File: config.mk
export PLATFORM = sky130hd
export DESIGN_NAME = spi_arbiter
export DESIGN_NICKNAME = d
export VERILOG_FILES = /design/src/rtl/spi_arbiter.sv
export SDC_FILE = /design/constraint.sdc
export NUM_CORES = 1
export LEC_CHECK = 0
export ABC_CLOCK_PERIOD_IN_PS = 7100
export CAP_MARGIN = 10
export CORE_MARGIN = 4
export CORE_UTILIZATION = 49
export DETAILED_ROUTE_END_ITERATION = 12
export PLACE_DENSITY_LB_ADDON = 0.2
export SETUP_SLACK_MARGIN = 0.02
export SLEW_MARGIN = 20
export SYNTH_ARGS = -nofsm -noshare
export SYNTH_HDL_FRONTEND = slang
export SYNTH_SLANG_ARGS = --single-unit
File: constraint.sdc
create_clock -name clk_in -period 7.1 [get_ports clk_in]
set_input_delay 1.42 -clock clk_in [delete_from_list [all_inputs] [get_ports clk_in]]
set_output_delay 1.42 -clock clk_in [all_outputs]
set_load 0.01 [all_outputs]
File: src/rtl/spi_arbiter.sv
// Two-port round-robin arbiter in front of a single SPI master.
// A port's request is latched and handed to the master, the master's
// completion (rising m_ready) or a watchdog timeout ends the transfer,
// and the result is reported back to the granted port with a done pulse.
module spi_arbiter #(
  parameter logic [31:0] TIMEOUT = 32'd2000000
) (
  input  logic        clk_in,
  input  logic        rst,
  // requester port 0
  input  logic        req_0,
  input  logic [31:0] mosi_data_0,
  input  logic [5:0]  nbits_0,
  output logic        ack_0,
  output logic        done_0,
  output logic [31:0] miso_data_0,
  output logic        err_0,
  output logic        csn_0,
  // requester port 1
  input  logic        req_1,
  input  logic [31:0] mosi_data_1,
  input  logic [5:0]  nbits_1,
  output logic        ack_1,
  output logic        done_1,
  output logic [31:0] miso_data_1,
  output logic        err_1,
  output logic        csn_1,
  // status
  output logic        busy,
  // SPI master side
  output logic        m_request,
  output logic [31:0] m_mosi_data,
  output logic [5:0]  m_nbits,
  input  logic        m_ready,
  input  logic [31:0] m_miso_data,
  input  logic        m_csn
);

  typedef enum logic [1:0] {
    IDLE  = 2'd0,
    ISSUE = 2'd1,
    BUSY  = 2'd2,
    DONE  = 2'd3
  } state_t;

  state_t      state;
  state_t      state_next;
  logic        grant;
  logic        last_grant;
  logic        m_ready_q;
  logic [31:0] wd_count;

  logic        any_req;
  logic        winner;
  logic        accept;
  logic        ready_rise;
  logic        wd_expired;

  logic [31:0] miso_store [2];
  logic        err_store  [2];

  assign any_req    = req_0 | req_1;
  // On a tie the port that was not served last wins; otherwise whoever asks.
  assign winner     = (req_0 & req_1) ? ~last_grant : req_1;
  assign accept     = (state == IDLE) && any_req;
  assign ready_rise = m_ready & ~m_ready_q;
  // The current BUSY cycle is included in the count, so the transfer is
  // abandoned after exactly TIMEOUT BUSY cycles.
  assign wd_expired = (TIMEOUT != 32'd0) && (wd_count == TIMEOUT - 32'd1);

  // State register.
  always_ff @(posedge clk_in or posedge rst) begin
    if (rst) begin
      state <= IDLE;
    end else begin
      state <= state_next;
    end
  end

  // Next-state logic; completion and timeout share the exit to DONE.
  always_comb begin
    state_next = state;
    case (state)
      IDLE:    if (any_req) state_next = ISSUE;
      ISSUE:   state_next = BUSY;
      BUSY:    if (ready_rise || wd_expired) state_next = DONE;
      DONE:    state_next = IDLE;
      default: state_next = IDLE;
    endcase
  end

  // Outputs decoded from the state and the stored grant.
  always_comb begin
    busy      = (state != IDLE);
    m_request = (state == ISSUE);
    ack_0     = (state == ISSUE) && (grant == 1'b0);
    ack_1     = (state == ISSUE) && (grant == 1'b1);
    done_0    = (state == DONE) && (grant == 1'b0);
    done_1    = (state == DONE) && (grant == 1'b1);
    csn_0     = (busy && (grant == 1'b0)) ? m_csn : 1'b1;
    csn_1     = (busy && (grant == 1'b1)) ? m_csn : 1'b1;
  end

  // Latch the winning port's command and remember who was granted.
  always_ff @(posedge clk_in or posedge rst) begin
    if (rst) begin
      grant       <= 1'b0;
      m_mosi_data <= 32'd0;
      m_nbits     <= 6'd0;
    end else if (accept) begin
      grant       <= winner;
      m_mosi_data <= winner ? mosi_data_1 : mosi_data_0;
      m_nbits     <= winner ? nbits_1 : nbits_0;
    end
  end

  // Round-robin history, updated once the transfer has been reported.
  always_ff @(posedge clk_in or posedge rst) begin
    if (rst) begin
      last_grant <= 1'b1;
    end else if (state == DONE) begin
      last_grant <= grant;
    end
  end

  // Delayed copy of m_ready for rising-edge detection.
  always_ff @(posedge clk_in or posedge rst) begin
    if (rst) begin
      m_ready_q <= 1'b0;
    end else begin
      m_ready_q <= m_ready;
    end
  end

  // Watchdog: cleared when a transfer is issued, counts BUSY cycles.
  always_ff @(posedge clk_in or posedge rst) begin
    if (rst) begin
      wd_count <= 32'd0;
    end else if (accept) begin
      wd_count <= 32'd0;
    end else if (state == BUSY) begin
      wd_count <= wd_count + 32'd1;
    end
  end

  // Per-port result registers; a genuine completion wins over a
  // simultaneous timeout, and a timeout keeps the previous read word.
  for (genvar gi = 0; gi < 2; gi++) begin : g_port
    always_ff @(posedge clk_in or posedge rst) begin
      if (rst) begin
        miso_store[gi] <= 32'd0;
        err_store[gi]  <= 1'b0;
      end else if ((state == BUSY) && (grant == 1'(gi))) begin
        if (ready_rise) begin
          miso_store[gi] <= m_miso_data;
          err_store[gi]  <= 1'b0;
        end else if (wd_expired) begin
          err_store[gi]  <= 1'b1;
        end
      end
    end
  end

  assign miso_data_0 = miso_store[0];
  assign miso_data_1 = miso_store[1];
  assign err_0       = err_store[0];
  assign err_1       = err_store[1];

endmodule

# --- Word level (Yosys, flattened, before mapping) ---
# Index checks and enable logic that the tools add are counted.
word_totals:
  register_bits: 141
  romBits: 0
  ram_bits: 0
  latchBits: 0
  memories: 0
classes:
  bitwise: 6
  muxes: 12
  n_reduce_logical: 19
  order_cmp: 0
  shifts: 0
  div: 0
  n_addsub: 1
  n_mul: 0
  n_eq_ne: 6
op_table:
  columns: ["op", "count"]
  rows:
  - ["32-bit 2-to-1 mux", 3]
  - ["32-bit by 1-bit adder with 32-bit output, second input constant", 1]
  - ["32-bit by 21-bit == test with 1-bit output, second input constant", 1]
  - ["2-bit AND reduction", 5]
  - ["1-bit logical AND", 9]
  - ["2-bit one-hot mux with 4 select lines", 1]
  - ["6-bit 2-to-1 mux", 1]
  - ["2-bit nonzero test", 3]
  - ["1-bit 2-to-1 mux", 5]
  - ["2-bit == test, second input constant", 2]
  - ["2-bit 2-to-1 mux", 2]
  - ["2-bit != test, second input constant", 2]
  - ["1-bit NOT", 3]
  - ["1-bit AND", 2]
  - ["2-bit by 1-bit == test with 1-bit output, second input constant", 1]
  - ["2-bit zero test", 1]
  - ["1-bit logical OR", 1]
  - ["1-bit OR", 1]

# --- Depth between registers and ports, before layout ---
logic_depth:
  ltp_word: 5
  depth_mapped: 8
  depth_no_buf: 6

# --- Worst setup path after synthesis ---
# No wires, ideal clock.
synth_timing:
  path_type: "input port to output port"
  startpoint: "input m_csn"
  endpoint: "output csn_0"
  path_slack_ns: 3.911
  t_required_ns: 5.680
  t_arrival_ns: 1.769
  path_stages: 1
  cell_sequence: "or3_1"
synth_via:
  elab_chain_len: 1
synth_lines:
  columns: ["element", "line_no", "text"]
  rows:
  - ["from (decl)", "36", "input logic m_csn"]
  - ["1-bit 2-to-1 mux", "100", "csn_0 = (busy && (grant == 1'b0)) ? m_csn : 1'b1;"]
  - ["to (decl)", "18", "output logic csn_0,"]
# No other way between the ends.

# --- Worst setup path after layout ---
# Same ends and word-level chain as after synthesis.

==> impl_metrics.json <==
{
  "outcome": "completed",
  "netlist_instances": 535,
  "setup_viol": 0,
  "cts_max_level": 4,
  "power.density_nw_per_um2": 391.3,
  "port_buffers": 225,
  "cts_tree": "built",
  "synth_flop_cell": "dfrtp_1",
  "routed_wl_mm": 16.96,
  "skew_ns": 0.01178,
  "drive_above_1_share_pct": 13.82,
  "drv_slew": 0,
  "cp_max_fo": 2,
  "synth_warnings": 0,
  "drt-initial-drc-count": 281,
  "num_rows": 41,
  "synth_top_area_share_pct": 55.98,
  "overflow": 0,
  "path_buf_inv": 2,
  "hold_viol": 0,
  "synth_fp_nets": 654,
  "design_area_sq_um": 9283,
  "setup_tns_ns": 0,
  "placed_area_sq_um": 8682,
  "setup_slack_ns": 3.041,
  "top_level_ports": 226,
  "grt_max_degree": 78,
  "gp_congestion": 0.8614,
  "cts-root-buf": "clkbuf_16",
  "critical_path.startpoint_type": "input pin",
  "rsz0062_at_grt": "false",
  "end_kind": "output pin",
  "tightestPinTransition_ns": 1.042,
  "synthTopCellsByArea": "dfrtp_1 (56%), mux2_2 (12%), mux2i_1 (7.2%)",
  "cp_slowest_cell": "clkdlybuf4s50_1",
  "cp_data_required_time_ns": 5.68,
  "min_period_over_period_pct": 57.18,
  "fp.dieH_um": 121.0,
  "fp.dieArea_sq_um": 14640,
  "drc": 0,
  "holdBufCountCts": 0,
  "path_class": "in -> out",
  "syn_area_sq_um": 6259,
  "path_clk_slew_ns": 0.05,
  "worst_path_largest_cell_delay_ns": 0.49,
  "hpwl_mm": 12.46,
  "coreArea_sq_um": 12570,
  "clk_latency_ns": 0.43,
  "async_flop_share_pct": 100.0,
  "grt_pass1_wl_mm": 26.95,
  "post-route-util_pct": 73.86,
  "max-slew-margin-rel_pct": 30.44,
  "areaGrowthSynthToFinish_pct": 48.32,
  "antenna_found_initial": 0,
  "first_pass_iters": 5,
  "irDropWorstVdd_mv": 0.2677,
  "period_needed_ns": 4.060,
  "place_ws_ns": 3.030,
  "grt_pass1_vias": 5332,
  "nNetsFinal": 875,
  "via_count": 5057,
  "cts_sinks": 141,
  "yosysSeqAreaShare_pct": 56.40,
  "yosys.area.top_type": "dfrtp_1",
  "cp.arrival_ns": 2.64,
  "fill_cells": 893,
  "synth_cell_types": 43,
  "grt_usage_pct": 23.85,
  "final_common_cell": "clkdlybuf4s50_1",
  "crit_family": "buffers and inverters",
  "postCtsSetupBuffers": 0,
  "antenna_left": 0,
  "wl_per_cell_um": 18.06,
  "ys_ff_latch": 141,
  "cts_max_path_buffers": 2,
  "final_cell_mix": "clkdlybuf4s50_1 (225), dfrtp_1 (140), mux2_2 (65)",
  "n_antenna_cell": 0,
  "avgSynthCellArea_sq_um": 11.70,
  "crit_chain": "clkdlybuf4s50_1 > or3_1 > clkdlybuf4s50_1",
  "start_util_pct": 49.80,
  "power_leakage_nw": 3.997,
  "fmax_mhz": 246.3,
  "vias_per_cell": 5.386,
  "cap_violations": 0,
  "cts_buffers": 17,
  "die_w_um": 121.0,
  "synth-edff-count": 0,
  "path_common_cell": "clkdlybuf4s50_1",
  "hold_path_class": "reg -> reg",
  "ctsResizeCount": 0
}
## per-layer routing
layer | track usage, % | wire length, um
met3 | 10.35 | 1546
met5 | 0 | 0
met2 | 42.48 | 8991
met4 | 9.065 | 465
met1 | 24.67 | 5955
## where the power goes
group          leakage, nW  switching (W)  internal [W]  total, W
clock network        0.296       0.000320      0.000585  0.000905
registers             1.79       0.000178       0.00111   0.00129
logic                 1.91       0.000623      0.000817   0.00144
## cells by family after synthesis
kind of cell,after synthesis,synth area share (%)
flops,141,56.40
xor+xnor,11,1.539
fa+ha+maj,5,0.9996
buf+inv,35,2.279
mux,110,18.89
simple gates,157,13.25
compound gates,76,6.638
## metrics by stage
stage	power, W	hold slack [ns]	cells
after floorplan	0.001899	0.5162	535
final	0.003632	0.4776	939
after global routing	0.003838	0.5078	939
after detailed placement	0.002751	0.4700	909
after global placement	0.002691	0.4626	909
after CTS	0.003666	0.4823	939
## worst min-delay path, cell delays in order (launching register included)
cell and delay [ns]:
dfrtp_1 0.34, nand2_1 0.04, o21ai_0 0.06
## state kept, by name, indices dropped and copies added, names as in the netlist, 2 cells and up
name / cells
m_mosi_data: 32
m_nbits: 6
miso_data_0: 32
miso_data_1: 32
state: 2
wd_count: 32
## worst paths after layout
| check | depth (start not counted) | slack, ns | endpoint | startpoint |
|---|---|---|---|---|
| max | 3 | 3.04 | csn_0 | m_csn |
| min reg2reg | 2 | 0.48 | m_mosi_data[10] | m_mosi_data[10] |
| max reg2reg | 6 | 4.26 | wd_count[27] | state[0] |
| max in group asynchronous | 3 | 4.27 | miso_data_0[23] | rst |
| min in group asynchronous | 2 | 1.44 | m_mosi_data[23] | rst |
| min | 2 | 0.48 | m_mosi_data[10] | m_mosi_data[10] |
## synthesized netlist by cell type (all sizes together) (2+ instances only)
library cell and n:
clkbuf 20, nand4 10, ha 5, o21ai 47
or3 10, xor2 6, inv 7, or4 8
a21oi 16, nor2 18, nand3 10, nand4b 3
and2 2, nor3 4, nand2 60, o31ai 5
nor3b 2, mux2i 45, nor4 7, xnor2 5
buf 8, dfrtp 140, nand2b 7, and4 5
nor2b 2, mux2 65, nor4b 3, and3 5
## layout make-up
cell class | instances | area [sq um] | share of cell area, %
Clock buffer | 24 | 491.7 | 5.297
Clock inverter | 6 | 108.9 | 1.173
Multi-Input combinational cell | 359 | 2616 | 28.18
Timing Repair Buffer | 230 | 2290 | 24.67
Inverter | 7 | 31.28 | 0.3370
Tap cell | 172 | 215.2 | 2.318
Sequential cell | 141 | 3530 | 38.02
Note: power is estimated with default switching activity, not from simulation.
